[config.mk]
export PLATFORM = sky130hd
export DESIGN_NAME = mem_stage
export DESIGN_NICKNAME = d
export VERILOG_FILES = /design/src/rtl/dioptase_pkg.sv /design/src/rtl/load_align.sv /design/src/rtl/mem_stage.sv
export SDC_FILE = /design/constraint.sdc
export NUM_CORES = 1
export LEC_CHECK = 0
export CAP_MARGIN = 30
export CELL_PAD_IN_SITES_DETAIL_PLACEMENT = 1
export CELL_PAD_IN_SITES_GLOBAL_PLACEMENT = 1
export CORE_ASPECT_RATIO = 1.1
export CORE_UTILIZATION = 30
export DETAILED_ROUTE_END_ITERATION = 10
export HOLD_SLACK_MARGIN = 0.03
export PLACE_DENSITY = 0.88
export SYNTH_ARGS = -nofsm -noshare
export SYNTH_HDL_FRONTEND = slang
export SYNTH_SLANG_ARGS = --single-unit
[constraint.sdc]
create_clock -name clk -period 6.5 [get_ports clk]
set_input_delay 1.95 -clock clk [delete_from_list [all_inputs] [get_ports clk]]
set_output_delay 1.95 -clock clk [all_outputs]
set_load 0.01 [all_outputs]
[src/rtl/dioptase_pkg.sv]
// Shared Dioptase definitions: load/store opcode ranges and the access-class enum
// used by the memory stage and its load aligner.
package dioptase_pkg;

   localparam logic [4:0] OP_LDST_W_LO = 5'd3;
   localparam logic [4:0] OP_LDST_W_HI = 5'd5;
   localparam logic [4:0] OP_LDST_D_LO = 5'd6;
   localparam logic [4:0] OP_LDST_D_HI = 5'd8;
   localparam logic [4:0] OP_LDST_B_LO = 5'd9;
   localparam logic [4:0] OP_LDST_B_HI = 5'd11;

   typedef enum logic [1:0] {
      ACC_W    = 2'd0,
      ACC_D    = 2'd1,
      ACC_B    = 2'd2,
      ACC_NONE = 2'd3
   } acc_class_e;

   function automatic acc_class_e acc_class(input logic [4:0] op);
      if (op >= OP_LDST_W_LO && op <= OP_LDST_W_HI) return ACC_W;
      if (op >= OP_LDST_D_LO && op <= OP_LDST_D_HI) return ACC_D;
      if (op >= OP_LDST_B_LO && op <= OP_LDST_B_HI) return ACC_B;
      return ACC_NONE;
   endfunction

endpackage

[src/rtl/load_align.sv]
// Load lane alignment: shifts the addressed lane down and zero-extends
// double and byte loads. Purely combinational.
module load_align
   import dioptase_pkg::*;
(
   input  logic [31:0] rdata,
   input  logic [1:0]  sh,
   input  acc_class_e  acc,
   output logic [31:0] data
);

   logic [31:0] shifted;

   always_comb begin
      shifted = rdata >> {sh, 3'b000};
      case (acc)
         ACC_D:   data = {16'h0000, shifted[15:0]};
         ACC_B:   data = {24'h000000, shifted[7:0]};
         default: data = shifted;
      endcase
   end

endmodule

[src/rtl/mem_stage.sv]
// Memory stage pair MEM_B / WB: issues the data-memory request from MEM_A,
// aligns load data and registers the MEM_B and WB boundaries.
// Optional misaligned-access checking is enabled by MEM_STAGE_MISALIGN_CHECK_EN.
module mem_stage
   import dioptase_pkg::*;
(
   input  logic        clk,
   input  logic        rst,
   input  logic        halt,
   input  logic        ex_bubble,
   input  logic [4:0]  ex_opcode,
   input  logic [4:0]  ex_tgt_1,
   input  logic [4:0]  ex_tgt_2,
   input  logic [31:0] ex_result_1,
   input  logic [31:0] ex_result_2,
   input  logic [31:0] ex_addr,
   input  logic [31:0] ex_store_data,
   input  logic [3:0]  ex_we,
   input  logic        ex_is_load,
   input  logic        ex_halt,
   output logic [31:0] mem_addr,
   output logic [31:0] mem_wdata,
   output logic [3:0]  mem_we,
   input  logic [31:0] mem_rdata,
   output logic [4:0]  mem_b_tgt_1,
   output logic [4:0]  mem_b_tgt_2,
   output logic [31:0] mem_b_result_out_1,
   output logic [31:0] mem_b_result_out_2,
   output logic        mem_b_bubble,
   output logic        mem_b_is_load,
   output logic [4:0]  wb_tgt_1,
   output logic [4:0]  wb_tgt_2,
   output logic [31:0] wb_result_out_1,
   output logic [31:0] wb_result_out_2,
   output logic        wb_bubble,
   output logic        halt_in_wb
`ifdef MEM_STAGE_MISALIGN_CHECK_EN
   ,
   output logic        misalign_fault
`endif
);

   acc_class_e  ex_acc;
   logic [1:0]  ex_sh;
   logic [31:0] load_data;

   logic [4:0]  mem_b_tgt_1_q, mem_b_tgt_1_d, mem_b_tgt_2_q, mem_b_tgt_2_d;
   logic [31:0] mem_b_res_1_q, mem_b_res_1_d, mem_b_res_2_q, mem_b_res_2_d;
   logic        mem_b_bubble_q, mem_b_bubble_d, mem_b_is_load_q, mem_b_is_load_d;
   logic        mem_b_halt_q, mem_b_halt_d;
   logic [1:0]  mem_b_sh_q, mem_b_sh_d;
   acc_class_e  mem_b_acc_q, mem_b_acc_d;

   logic [4:0]  wb_tgt_1_q, wb_tgt_1_d, wb_tgt_2_q, wb_tgt_2_d;
   logic [31:0] wb_res_1_q, wb_res_1_d, wb_res_2_q, wb_res_2_d;
   logic        wb_bubble_q, wb_bubble_d, halt_in_wb_q, halt_in_wb_d;

`ifdef MEM_STAGE_MISALIGN_CHECK_EN
   logic        ex_misalign;
   logic        mem_b_misalign_q, mem_b_misalign_d;
   logic        misalign_fault_q, misalign_fault_d;
`endif

   // Word accesses always use lane 0: the word address already selects the word.
   always_comb begin
      ex_acc    = acc_class(ex_opcode);
      ex_sh     = (ex_acc == ACC_W) ? 2'b00 : ex_addr[1:0];
`ifdef MEM_STAGE_MISALIGN_CHECK_EN
      ex_misalign = ~ex_bubble &
                    (((ex_acc == ACC_W) && (ex_addr[1:0] != 2'b00)) ||
                     ((ex_acc == ACC_D) && ex_addr[0]));
`endif
      mem_addr  = {ex_addr[31:2], 2'b00};
      mem_wdata = ex_store_data << {ex_sh, 3'b000};
      mem_we    = 4'h0;
      if (!rst && !halt && !ex_bubble) mem_we = ex_we << ex_sh;
`ifdef MEM_STAGE_MISALIGN_CHECK_EN
      if (ex_misalign) mem_we = 4'h0;
`endif
   end

   load_align u_load_align (
      .rdata (mem_rdata),
      .sh    (mem_b_sh_q),
      .acc   (mem_b_acc_q),
      .data  (load_data)
   );

   always_comb begin
      mem_b_tgt_1_d   = mem_b_tgt_1_q;
      mem_b_tgt_2_d   = mem_b_tgt_2_q;
      mem_b_res_1_d   = mem_b_res_1_q;
      mem_b_res_2_d   = mem_b_res_2_q;
      mem_b_bubble_d  = mem_b_bubble_q;
      mem_b_is_load_d = mem_b_is_load_q;
      mem_b_halt_d    = mem_b_halt_q;
      mem_b_sh_d      = mem_b_sh_q;
      mem_b_acc_d     = mem_b_acc_q;
      if (!halt) begin
         mem_b_tgt_1_d   = ex_bubble ? 5'd0 : ex_tgt_1;
         mem_b_tgt_2_d   = ex_bubble ? 5'd0 : ex_tgt_2;
         mem_b_res_1_d   = ex_result_1;
         mem_b_res_2_d   = ex_result_2;
         mem_b_bubble_d  = ex_bubble;
         mem_b_is_load_d = ex_is_load & ~ex_bubble;
         mem_b_halt_d    = ex_halt & ~ex_bubble;
         mem_b_sh_d      = ex_sh;
         mem_b_acc_d     = ex_acc;
      end
   end

   always_comb begin
      wb_tgt_1_d   = wb_tgt_1_q;
      wb_tgt_2_d   = wb_tgt_2_q;
      wb_res_1_d   = wb_res_1_q;
      wb_res_2_d   = wb_res_2_q;
      wb_bubble_d  = wb_bubble_q;
      halt_in_wb_d = halt_in_wb_q;
      if (!halt) begin
         wb_tgt_1_d   = mem_b_tgt_1_q;
         wb_tgt_2_d   = mem_b_tgt_2_q;
         wb_res_1_d   = mem_b_is_load_q ? load_data : mem_b_res_1_q;
         wb_res_2_d   = mem_b_res_2_q;
         wb_bubble_d  = mem_b_bubble_q;
         halt_in_wb_d = halt_in_wb_q | (mem_b_halt_q & ~mem_b_bubble_q);
      end
`ifdef MEM_STAGE_MISALIGN_CHECK_EN
      mem_b_misalign_d = halt ? mem_b_misalign_q : ex_misalign;
      misalign_fault_d = misalign_fault_q;
      if (!halt && mem_b_misalign_q && !mem_b_bubble_q) begin
         misalign_fault_d = 1'b1;
         // A misaligned load never writes the regfile.
         if (mem_b_is_load_q) begin
            wb_tgt_1_d  = 5'd0;
            wb_tgt_2_d  = 5'd0;
            wb_bubble_d = 1'b1;
         end
      end
`endif
   end

   always_ff @(posedge clk) begin
      if (rst) begin
         mem_b_tgt_1_q   <= 5'd0;
         mem_b_tgt_2_q   <= 5'd0;
         mem_b_res_1_q   <= 32'h0;
         mem_b_res_2_q   <= 32'h0;
         mem_b_bubble_q  <= 1'b1;
         mem_b_is_load_q <= 1'b0;
         mem_b_halt_q    <= 1'b0;
         mem_b_sh_q      <= 2'b00;
         mem_b_acc_q     <= ACC_W;
         wb_tgt_1_q      <= 5'd0;
         wb_tgt_2_q      <= 5'd0;
         wb_res_1_q      <= 32'h0;
         wb_res_2_q      <= 32'h0;
         wb_bubble_q     <= 1'b1;
         halt_in_wb_q    <= 1'b0;
`ifdef MEM_STAGE_MISALIGN_CHECK_EN
         mem_b_misalign_q <= 1'b0;
         misalign_fault_q <= 1'b0;
`endif
      end else begin
         mem_b_tgt_1_q   <= mem_b_tgt_1_d;
         mem_b_tgt_2_q   <= mem_b_tgt_2_d;
         mem_b_res_1_q   <= mem_b_res_1_d;
         mem_b_res_2_q   <= mem_b_res_2_d;
         mem_b_bubble_q  <= mem_b_bubble_d;
         mem_b_is_load_q <= mem_b_is_load_d;
         mem_b_halt_q    <= mem_b_halt_d;
         mem_b_sh_q      <= mem_b_sh_d;
         mem_b_acc_q     <= mem_b_acc_d;
         wb_tgt_1_q      <= wb_tgt_1_d;
         wb_tgt_2_q      <= wb_tgt_2_d;
         wb_res_1_q      <= wb_res_1_d;
         wb_res_2_q      <= wb_res_2_d;
         wb_bubble_q     <= wb_bubble_d;
         halt_in_wb_q    <= halt_in_wb_d;
`ifdef MEM_STAGE_MISALIGN_CHECK_EN
         mem_b_misalign_q <= mem_b_misalign_d;
         misalign_fault_q <= misalign_fault_d;
`endif
      end
   end

   assign mem_b_tgt_1        = mem_b_tgt_1_q;
   assign mem_b_tgt_2        = mem_b_tgt_2_q;
   assign mem_b_result_out_1 = mem_b_res_1_q;
   assign mem_b_result_out_2 = mem_b_res_2_q;
   assign mem_b_bubble       = mem_b_bubble_q;
   assign mem_b_is_load      = mem_b_is_load_q;
   assign wb_tgt_1           = wb_tgt_1_q;
   assign wb_tgt_2           = wb_tgt_2_q;
   assign wb_result_out_1    = wb_res_1_q;
   assign wb_result_out_2    = wb_res_2_q;
   assign wb_bubble          = wb_bubble_q;
   assign halt_in_wb         = halt_in_wb_q;
`ifdef MEM_STAGE_MISALIGN_CHECK_EN
   assign misalign_fault     = misalign_fault_q;
`endif

endmodule
Word-level counts from Yosys, hierarchy flattened:

Index checks and enable logic that the tools add are counted.

* add/sub/neg operators: 0
* $mul: 0
* divide/modulo/power cells: 0
* $lt $le $gt $ge: 6
* equality and inequality tests: 2
* shifts and indexed selects: 3
* multiplexer cells: 18
* bitwise operators: 6
* reductions and logical operators: 9

Operator list (count)
* one-hot mux 32 bit (2 select lines): 1
* 2-to-1 mux 32 bit: 1
* << shifter 32 x 5 -> 32 bit: 1
* right shift 32 x 5 -> 32 bit: 1
* 2-to-1 mux 2 bit: 7
* less-or-equal comparator 5 x 4 -> 1 bit, second input constant: 2
* 2-to-1 mux 5 bit: 2
* 2-to-1 mux 1 bit: 6
* greater-or-equal comparator 5 x 2 -> 1 bit, second input constant: 1
* greater-or-equal comparator 5 x 3 -> 1 bit, second input constant: 1
* greater-or-equal comparator 5 x 4 -> 1 bit, second input constant: 1
* less-or-equal comparator 5 x 3 -> 1 bit, second input constant: 1
* logical AND 1 bit: 5
* 2-to-1 mux 4 bit: 1
* << shifter 4 x 2 -> 4 bit: 1
* AND 1 bit: 3
* zero test 1 bit: 3
* == test 2 x 1 -> 1 bit, second input constant: 1
* == test 2 bit, second input constant: 1
* zero test 2 bit: 1
* inverter 1 bit: 2
* bitwise OR 1 bit: 1

* register bits: 157
* bits in latches: 0
* bits in writable memories: 0
* memory bits (read-only): 0
* input bits: 185
* output and inout port bits: 220
* word-level logic and storage cells: 59
* memories kept: 0

Depth between registers and ports, before layout:

* depth in word-level cells: 13
* mapped depth: 6
* mapped depth without buffers: 6

Hierarchy:

Synthesis repeated with hierarchy kept, for this count alone.

* cells, all modules: 850
* area, all modules: 7687.4 µm²

By module, submodules not included
* mem_stage: times used 1, cells an instance 773, area each 6945.4 µm², sequential area each 3143.0 µm²
* load_align: times used 1, cells an instance 77, area each 742.0 µm², sequential area each 0.0 µm²

Least setup slack after synthesis:

Ideal clock, no wire load.

* path kind: in2out
* from: in ex_addr[1]
* to: out mem_we[1]
* arrival: 3.015 ns
* data required time: 4.550 ns
* slack: 1.535 ns
* stages: 6
* path buffers: 3
* cell sequence: buf_2 or2_1 buf_2 and2_1 buf_2 o21ai_1

* word-level cells in the longest chain between the ends: 3

Ends and longest elaborated chain
* from (decl): RTL line mem_stage.sv:16 `input logic [31:0] ex_addr,`
* 2-to-1 mux 2 bit: RTL line mem_stage.sv:67 `ex_sh = (ex_acc == ACC_W) ? 2'b00 : ex_addr[1:0];`
* << shifter 4 x 2 -> 4 bit: RTL line mem_stage.sv:76 `if (!rst && !halt && !ex_bubble) mem_we = ex_we << ex_sh;`
* 2-to-1 mux 4 bit: RTL line mem_stage.sv:76
* to (decl): RTL line mem_stage.sv:23 `output logic [3:0] mem_we,`

No other way between the ends.

Worst setup path in the final report:

* from: in ex_opcode[1]
* to: out mem_wdata[7]

* word-level cells in the longest chain between the ends: 11
* elaborated cells on any way between the ends: 23
* those cells by class: order compare: 6; shift: 1; mux: 12; reduce/logical: 4

Ends and longest elaborated chain
* from (decl): RTL line mem_stage.sv:11 `input logic [4:0] ex_opcode,`
* greater-or-equal comparator 5 x 4 -> 1 bit or less-or-equal comparator 5 x 4 -> 1 bit (tied branches): RTL line dioptase_pkg.sv:22 `if (op >= OP_LDST_B_LO && op <= OP_LDST_B_HI) return ACC_B;`
* logical AND 1 bit: RTL line dioptase_pkg.sv:22
* 2-to-1 mux 1 bit (2 in a row): RTL line dioptase_pkg.sv:22
* 2-to-1 mux 1 bit: RTL line dioptase_pkg.sv:21 `if (op >= OP_LDST_D_LO && op <= OP_LDST_D_HI) return ACC_D;`
* 2-to-1 mux 2 bit: RTL line dioptase_pkg.sv:23 `return ACC_NONE;`
* 2-to-1 mux 2 bit: RTL line dioptase_pkg.sv:22
* 2-to-1 mux 2 bit *: RTL line dioptase_pkg.sv:21
* zero test 2 bit *: RTL line mem_stage.sv:67
* 2-to-1 mux 2 bit *: RTL line mem_stage.sv:67
* << shifter 32 x 5 -> 32 bit *: RTL line mem_stage.sv:74 `mem_wdata = ex_store_data << {ex_sh, 3'b000};`
* to (decl): RTL line mem_stage.sv:22 `output logic [31:0] mem_wdata,`

Mark *: on every way between the ends. The rest lies on a longest branch, timed or not. The select of a mux whose other input is x is not followed.

==> flow_summary.json <==
{
  "p_leak_nw": 4.47,
  "clkTransAtPathRegs_ns": 0.06,
  "fp.dieH_um": 168,
  "criticalPathCategory": "in -> out",
  "gr-usage-all-layers": 0.221,
  "ys_warn_count": 0,
  "synth_top_flop_cell": "dfxtp_1",
  "num_io_pins": 405,
  "synth_area_leaders": "dfxtp_1, mux2i_1, nor2_1, buf_4, nor2b_1",
  "max_stage_delay_ns": 0.69,
  "rrSetupSlack_ns": 4.24,
  "drive_gt1_frac": 0.0788,
  "post_cts_buffers": 0,
  "critPathTopFamily": "buffers and inverters",
  "mostFrequentLayoutCells": "clkdlybuf4s50_1, dfxtp_1, mux2i_1",
  "arrival_ns": 4.32,
  "die-area_um2": 25700,
  "clock_path_buffers": 2,
  "drc": 0,
  "ys_types": 48,
  "ys_seq_elements": 157,
  "cts_resized": 0,
  "cts_hold_buf": 0,
  "cts-root-buf": "clkbuf_16",
  "num_rows": 60,
  "report.final.slew_viol_count": 0,
  "final-setup-viol-count": 0,
  "antenna_found_initial": 4,
  "drtAntennaViolNets": 0,
  "max_freq_ghz": 0.159,
  "period_needed_ns": 6.27,
  "grt_max_degree": 160,
  "start_util": 0.307,
  "p_total_mw": 2.60,
  "peakVddDrop_uv": 165,
  "cts-htree-levels": 4,
  "worstSkewPairLatency_ns": 0.42,
  "vias": 7185,
  "syn_inst": 800,
  "clock_skew_ns": 0.0135,
  "worst_ep_required_time_ns": 4.55,
  "place.gp.congestion": 0.851,
  "power-per-cell-area_nw_per_um2": 225,
  "timing.final.crit_share": 0.965,
  "synthesis.area_um2": 7530,
  "drt_first_iter_violations": 215,
  "worstSetupEndpointType": "output pin",
  "hp-class": "reg -> reg",
  "die_x_um": 153,
  "flow.area_growth_from_synthesis_pct": 53.0,
  "tritoncts": "done",
  "async_reset_ff_frac": 0,
  "grt_pass1_vias": 7573,
  "crit_buf_inv": 3,
  "hold_viol_final": 0,
  "slowest_stage": "clkdlybuf4s50_1",
  "place_ws_ns": 0.204,
  "cts-buffers-inserted": 17,
  "rsz0062_at_grt": "false",
  "synth-edff-count": 0,
  "final_common_cell": "clkdlybuf4s50_1",
  "wl_per_cell_um": 20.7,
  "grt_overflow_total": 0,
  "status": "completed",
  "clock_sinks": 157,
  "grt_pass1_wl_um": 43700,
  "fin_tns_setup_ns": 0,
  "synth.largest_area_cell": "dfxtp_1",
  "numPortBuffers": 342,
  "yosysSeqAreaShare": 0.417,
  "fp.coreArea_um2": 24500,
  "path_common_cell": "clkdlybuf4s50_1",
  "slew_headroom": 0.311,
  "design_area_um2": 11500,
  "avgSynthCellArea_um2": 9.41,
  "yosysTopAreaCellShare": 0.417,
  "vias_per_cell": 5.11,
  "tightest_slew_ns": 1.03,
  "dp_hpwl_um": 21800,
  "cp-start-kind": "primary input",
  "path_cells": "clkdlybuf4s50_1, and3b_1, o21ai_2, buf_4, and2_1, nor2b_1, clkdlybuf4s50_1",
  "setup_slack_ns": 0.229,
  "postPlaceCellArea_um2": 10900,
  "dr.pass1.iters": 4,
  "num-nets-final": 1264,
  "drt_wl_total_um": 29100,
  "critPathMaxFanout": 13,
  "max_cap_violations": 0
}
## layer usage
metal  up-vias  wire [um]  GRT usage
li1       3362          -          -
met5         -          0          0
met2       285      14500      0.389
met3        64       2120     0.0636
met1      3474      11300      0.240
met4         0       1220      0.114
## area by class of cell
class / count / area [um2]
Antenna cell: 4 / 10.0
Clock buffer: 17 / 425
Clock inverter: 15 / 174
Fill cell: 2769 / 13000
Inverter: 11 / 41.3
Multi-Input combinational cell: 536 / 3790
Sequential cell: 157 / 3140
Tap cell: 310 / 388
Timing Repair Buffer: 355 / 3550
## cell usage after synthesis, types with 4 or more instances
library cell	count
a211oi_1	8
a21oi_1	14
a21oi_2	9
a221o_1	8
a221oi_1	26
a22oi_1	12
a31oi_1	9
buf_2	25
buf_4	34
clkbuf_1	31
dfxtp_1	157
inv_1	10
mux2_2	9
mux2i_1	138
nand2_1	21
nor2_1	135
nor2b_1	37
nor3_1	35
nor3_2	8
o211ai_1	8
o21a_1	4
o21ai_1	9
o2bb2ai_1	16
## registers in the layout, indices dropped and copies added, names as in the netlist
register,flops
mem_b_tgt_2,5
wb_tgt_1,5
wb_bubble,1
mem_b_tgt_1,5
mem_b_result_out_1,32
mem_b_sh_q,2
mem_b_is_load,1
wb_result_out_1,32
halt_in_wb,1
mem_b_halt_q,1
wb_result_out_2,32
mem_b_result_out_2,32
mem_b_bubble,1
wb_tgt_2,5
mem_b_acc_q,2
## worst reg2reg max path, cell delays in order, from the launching register on
cell,delay (ns)
dfxtp_1,0.92
nor2b_1,0.66
o2bb2ai_1,0.25
a221oi_1,0.15
nor3_1,0.21
## where the power goes
part           switching [mW]  total [mW]  internal (mW)  leakage (nW)
sequential             0.0413        1.05           1.01          1.29
clock                   0.468        1.02          0.550         0.293
combinational           0.237       0.526          0.289          2.89
total                   0.747        2.60           1.85          4.47
## per-stage QoR
stage / utilization / hold slack (ns) / instances
floorplan: - / 0.456 / 801
global placement: 0.444 / 0.450 / 1369
detailed placement: 0.444 / 0.459 / 1369
CTS: 0.469 / 0.478 / 1401
global route: 0.469 / 0.491 / 1405
finish: 0.469 / 0.477 / 1405
## logic make-up (layout without fill, tap and decap cells)
family	count (synthesis)	after routing	synth area share
simple gates	253	253	0.165
fa+ha+maj	1	1	0.00166
flops	157	157	0.417
other cells	1	6	0.000498
buf+inv	108	398	0.0801
compound gates	133	133	0.139
mux	147	147	0.197
## worst paths after layout
path / end / cells past startpoint / start
hold reg to reg: wb_result_out_1[1]$_SDFFE_PP0N_ / 2 / wb_result_out_1[1]$_SDFFE_PP0N_
hold / removal: wb_result_out_1[1]$_SDFFE_PP0N_ / 2 / wb_result_out_1[1]$_SDFFE_PP0N_
setup / recovery: mem_wdata[7] / 7 / ex_opcode[1]
setup reg to reg: wb_result_out_1[12]$_SDFFE_PP0N_ / 4 / mem_b_sh_q[1]$_SDFFE_PP0N_
Note: power is estimated with default switching activity, not from simulation.
